### src/rtl/multicycle_ctrl.sv
// multicycle_ctrl: per-instruction RV32I sequencer sharing one memory port between fetch and data access
module multicycle_ctrl #(
  parameter int TIMEOUT = 16,
  parameter int CNT_W = 32
) (
  input  logic             clk,
  input  logic             rst,
  input  logic [6:0]       opcode,
  input  logic             zero,
  input  logic             mem_ready,
  output logic             mem_req,
  output logic             iord,
  output logic             mem_read_en,
  output logic             mem_write_en,
  output logic             ir_write_en,
  output logic             pc_write_en,
  output logic             pc_src,
  output logic             reg_write_en,
  output logic             mem_to_reg,
  output logic             alu_src,
  output logic [1:0]       alu_op,
  output logic             jump,
  output logic             branch,
  output logic             instr_retired,
  output logic [CNT_W-1:0] retired_count,
  output logic             halted,
  output logic             illegal_op,
  output logic             bus_err
);
  typedef enum logic [2:0] {FETCH, DECODE, EXEC, MEM, WB, HALT} state_t;
  state_t state, nxt;
  logic [7:0] wcnt;
  logic [CNT_W-1:0] cnt;
  logic ill, berr, run, req, tmo, retire;
  logic is_r, is_i, is_ld, is_st, is_br, is_jal, legal, is_f, is_d, is_e, is_m, is_w;
  assign is_r = opcode == 7'b0110011;
  assign is_i = opcode == 7'b0010011;
  assign is_ld = opcode == 7'b0000011;
  assign is_st = opcode == 7'b0100011;
  assign is_br = opcode == 7'b1100011;
  assign is_jal = opcode == 7'b1101111;
  assign legal = is_r | is_i | is_ld | is_st | is_br | is_jal;
  assign is_f = state == FETCH;
  assign is_d = state == DECODE;
  assign is_e = state == EXEC;
  assign is_m = state == MEM;
  assign is_w = state == WB;
  assign run = !rst;
  assign req = is_f | is_m;
  // mem_ready on the final allowed wait cycle still completes the transfer
  assign tmo = req && !mem_ready && wcnt == 8'(TIMEOUT - 1);
  assign retire = (is_e && (is_br | is_jal)) || (is_m && is_st && mem_ready) || is_w;
  always_comb begin
    nxt = state;
    case (state)
      FETCH:   nxt = mem_ready ? DECODE : tmo ? HALT : FETCH;
      DECODE:  nxt = legal ? EXEC : HALT;
      EXEC:    nxt = (is_br | is_jal) ? FETCH : (is_ld | is_st) ? MEM : WB;
      MEM:     nxt = mem_ready ? (is_ld ? WB : FETCH) : tmo ? HALT : MEM;
      WB:      nxt = FETCH;
      default: nxt = HALT;
    endcase
  end
  always_ff @(posedge clk) begin
    if (rst) begin
      state <= FETCH;
      wcnt <= '0;
      cnt <= '0;
      ill <= 1'b0;
      berr <= 1'b0;
    end else begin
      state <= nxt;
      wcnt <= (nxt != state) ? 8'd0 : (req && !mem_ready) ? wcnt + 8'd1 : wcnt;
      cnt <= cnt + CNT_W'(retire);
      ill <= ill | (is_d & !legal);
      berr <= berr | tmo;
    end
  end
  assign mem_req = run && req;
  assign iord = run && is_m;
  assign mem_read_en = run && (is_f || (is_m && is_ld));
  assign mem_write_en = run && is_m && is_st;
  assign ir_write_en = run && is_f && mem_ready;
  assign pc_write_en = run && ((is_f && mem_ready) || (is_e && (is_jal || (is_br && zero))));
  assign pc_src = run && is_e && (is_br || is_jal);
  assign reg_write_en = run && ((is_e && is_jal) || is_w);
  assign mem_to_reg = run && is_w && is_ld;
  assign alu_src = run && ((is_e && (is_i || is_ld || is_st)) || is_m);
  assign alu_op = !run ? 2'b00 : (is_e && is_br) ? 2'b10 : alu_src ? 2'b01 : 2'b00;
  assign jump = run && is_e && is_jal;
  assign branch = run && is_e && is_br;
  assign instr_retired = run && retire;
  assign retired_count = run ? cnt : '0;
  assign halted = run && state == HALT;
  assign illegal_op = run && ill;
  assign bus_err = run && berr;
endmodule

### config.mk
export PLATFORM = sky130hd
export DESIGN_NAME = multicycle_ctrl
export DESIGN_NICKNAME = d
export VERILOG_FILES = /design/src/rtl/multicycle_ctrl.sv
export SDC_FILE = /design/constraint.sdc
export NUM_CORES = 1
export LEC_CHECK = 0
export CAP_MARGIN = 20
export CORE_MARGIN = 2
export CORE_UTILIZATION = 54
export DETAILED_ROUTE_END_ITERATION = 8
export PLACE_DENSITY = 0.95
export SYNTH_ARGS = -nofsm -noshare
export SYNTH_HDL_FRONTEND = slang
export SYNTH_SLANG_ARGS = --single-unit
### constraint.sdc
create_clock -name clk -period 8.31 [get_ports clk]
set_input_delay 1.662 -clock clk [delete_from_list [all_inputs] [get_ports clk]]
set_output_delay 1.662 -clock clk [all_outputs]
set_load 0.01 [all_outputs]
==> flow_summary_export.csv <==
group,metric,value,unit
job,maxCapViolations,0,
global_routing,grt_max_degree,44,
clock_network,clkSlewWorstSetupHoldPaths,80,ps
logic_synthesis,async_flop_share,0,%
timing,worstMarginPinSlew,854,ps
layout,num-fill-cells,394,
clock_network,post_cts_buffers,0,
global_routing,grt_pass1_vias,2311,
critical_path,cp-start-kind,"primary input",
floorplan,die_h,74.2,um
timing,timing.final.crit_share,68.9,%
logic_synthesis,ys_ff_latch,45,
critical_path,critPathKind,"in2out",
logic_synthesis,synth_nets,340,
layout,final_layout_size_suffix_gt1_share,6.28,%
timing,finalSetupViolCount,0,
critical_path,worst_path_largest_cell_delay,540,ps
critical_path,worstPathRequired,6650,ps
hold_path,hp-class,"reg2reg",
placement,dp_slack,2590,ps
timing,hold_viol_final,0,
global_routing,met2_usage,42.5,%
floorplan,start_util,56.0,%
power_and_ir_drop,worst_ir_drop_vdd,125,uV
placement,dpl-instance-area,3300,um^2
detailed_routing,drc,0,
detailed_routing,route.detailed.vias_per_inst,5.60,
global_routing,track_usage,22.7,%
layout,syn_to_final_growth,28.0,%
global_routing,antenna_found_initial,0,
critical_path,crit_path_end,"instr_retired",
critical_path,path_common_cell,"clkdlybuf4s50_1",
clock_network,ctsHoldBuffers,0,
critical_path,r2r_start,"state[0]$_SDFF_PP0_",
power_and_ir_drop,power.leakage,1.20,nW
global_routing,grt_use_met3,4.07,%
logic_synthesis,netlist_instances,326,
layout,multi_input_area,1680,um^2
logic_synthesis,synth_cell_types,52,
logic_synthesis,yosys_warnings,0,
detailed_routing,vias,2515,
critical_path,worstPathArrival,4060,ps
placement,port_buffers,60,
floorplan,num_rows,25,
layout,utilization,71.7,%
floorplan,core,4750,um^2
logic_synthesis,syn-cell-area,2660,um^2
layout,most-common-layout-cells,"clkdlybuf4s50_1 (59), nor2_1 (45), dfxtp_1 (45)",
placement,dp_hpwl,4620,um
logic_synthesis,ys.flop_type,"dfxtp_1",
floorplan,die_w,74.2,um
timing,fmax,175,MHz
critical_path,reg2reg_setup_slack,4850,ps
power_and_ir_drop,p_sw,0.000117,W
global_routing,grt_use_met1,26.4,%
power_and_ir_drop,p_sw_share,25.8,%
timing,period_needed,5720,ps
detailed_routing,dr.pass1.iters,4,
detailed_routing,dr.first_iter.drc_count,137,
timing,slew_headroom,42.5,%
power_and_ir_drop,p_comb_share,13.9,%
clock_network,cts_resized,0,
detailed_routing,wl,6200,um
clock_network,cts_made_buffers,5,
power_and_ir_drop,p_int,0.000337,W
clock_network,cts_max_path_buffers,2,
clock_network,insertion_delay,290,ps
layout,mostFrequentLayoutCell,"clkdlybuf4s50_1",
timing,slew_violations,0,
power_and_ir_drop,clock_power_share,36.0,%
critical_path,cp_slowest_cell,"clkdlybuf4s50_1",
status,status,"completed",
detailed_routing,wl_per_cell,13.8,um
critical_path,cp-startpoint,"opcode[3]",
clock_network,ctsRootBufferMaster,"clkbuf_8",
critical_path,r2r_cells,11,
floorplan,die_area,5510,um^2
power_and_ir_drop,fin_total_pwr,0.000454,W
logic_synthesis,synth_area_per_cell,8.17,um^2
power_and_ir_drop,power_density,133,nW/um^2
layout,stdcell_area,3410,um^2
detailed_routing,ant_nets,0,
critical_path,path_cells,"clkdlybuf4s50_1 > nand4bb_1 > or4_1 > o21a_1 > o21ai_1 > nor2b_1 > clkdlybuf4s50_1",
timing,rsz0062_at_grt,"false",
critical_path,endpoint_kind,"output pin",
global_routing,busiest_layer,"met2",
placement,gp_congestion,0.877,
timing,skew,6.25,ps
logic_synthesis,seq_area_frac_synth,33.8,%
global_routing,grt_pass1_wl,9960,um
timing,worst_slack,2590,ps
clock_network,cts_tree,"yes",
critical_path,critPathMaxFanout,7,
layout,diodes,0,
timing,setup_tns,0,ps
clock_network,htreeDepth,2,
clock_network,clock_sinks,45,
layout,nets,395,
global_routing,overflow,0,
layout,regArea,901,um^2
floorplan,ioPinCount,61,
power_and_ir_drop,seq_power_share,50.1,%
logic_synthesis,synth-edff-count,0,
critical_path,reg2reg_to,"cnt[20]$_SDFF_PP0_",
[critical path: cells and delay by family]
family / cells / cell delay (ps)
buffers and inverters: 2 / 1060
and+or+nand+nor: 3 / 980
AOI/OAI and AO/OA: 2 / 350
[cell usage after synthesis (4+ instances only)]
library cell | instances | area, um^2
a21oi_1 | 9 | 45.0
nor3_1 | 15 | 75.1
and3_1 | 4 | 25.0
nor4_1 | 10 | 62.6
clkbuf_1 | 11 | 41.3
nor2b_1 | 34 | 213
nand3_1 | 17 | 85.1
inv_1 | 8 | 30.0
nor2_1 | 45 | 169
nand2_1 | 19 | 71.3
xnor2_1 | 13 | 114
and2_1 | 4 | 25.0
dfxtp_1 | 45 | 901
nand4_1 | 10 | 62.6
xor2_1 | 22 | 193
and4_1 | 8 | 70.1
[cell families (layout without fill, tap and decap cells)]
group / after synthesis / in the layout / synth area share (%)
AO/OA/AOI/OAI: 28 / 28 / 7.33
XOR/XNOR: 36 / 36 / 12.1
adder cells (fa/ha/maj): 3 / 3 / 1.41
flip-flops: 45 / 45 / 33.8
buffers and inverters: 21 / 77 / 3.05
AND/OR/NAND/NOR: 190 / 190 / 41.1
multiplexers: 3 / 3 / 1.22
[worst min path at each step]
| stage | from | end | slack [ps] | depth (start not counted) |
|---|---|---|---|---|
| floorplan | ill$_SDFF_PP0_ | ill$_SDFF_PP0_ | 430 | 2 |
| finish | ill$_SDFF_PP0_ | ill$_SDFF_PP0_ | 470 | 2 |
| CTS | ill$_SDFF_PP0_ | ill$_SDFF_PP0_ | 480 | 2 |
| global placement | ill$_SDFF_PP0_ | ill$_SDFF_PP0_ | 450 | 2 |
| global route | ill$_SDFF_PP0_ | ill$_SDFF_PP0_ | 500 | 2 |
| detailed placement | ill$_SDFF_PP0_ | ill$_SDFF_PP0_ | 470 | 2 |
[metrics by stage]
step / std cells / hold slack (ps)
detailed placement: 441 / 467
CTS: 449 / 477
floorplan: 326 / 432
global placement: 441 / 446
finish: 449 / 472
global route: 449 / 504
[per-layer routing]
layer  routed length, um  vias up
met5                   0        -
met4                  78        0
met3                 269       11
met2                3160       75
met1                2690     1171
li1                    -     1258
[power groups by stage]
stage	clock network [W]	logic (W)	registers (W)
2_1_floorplan	0	0.0000444	0.000227
3_3_place_gp	0	0.0000611	0.000232
3_5_place_dp	0	0.0000626	0.000233
4_1_cts	0.000165	0.0000629	0.000227
5_1_grt	0.000174	0.0000691	0.000229
6_report	0.000163	0.0000632	0.000228
[registers in the layout (all words and copies together), names as in the netlist]
signal / flops
berr: 1
cnt: 32
ill: 1
state: 3
wcnt: 8
[layout make-up]
| cell class | instances | share of cell area [%] |
|---|---|---|
| well taps | 67 | 2.46 |
| flip-flops and latches | 45 | 26.4 |
| clock buffers | 6 | 2.13 |
| clock inverters | 2 | 1.14 |
| inverters | 8 | 0.880 |
| repair buffers | 61 | 17.7 |
| multi-input cells | 260 | 49.3 |
Power figures use the tool's default switching activity.
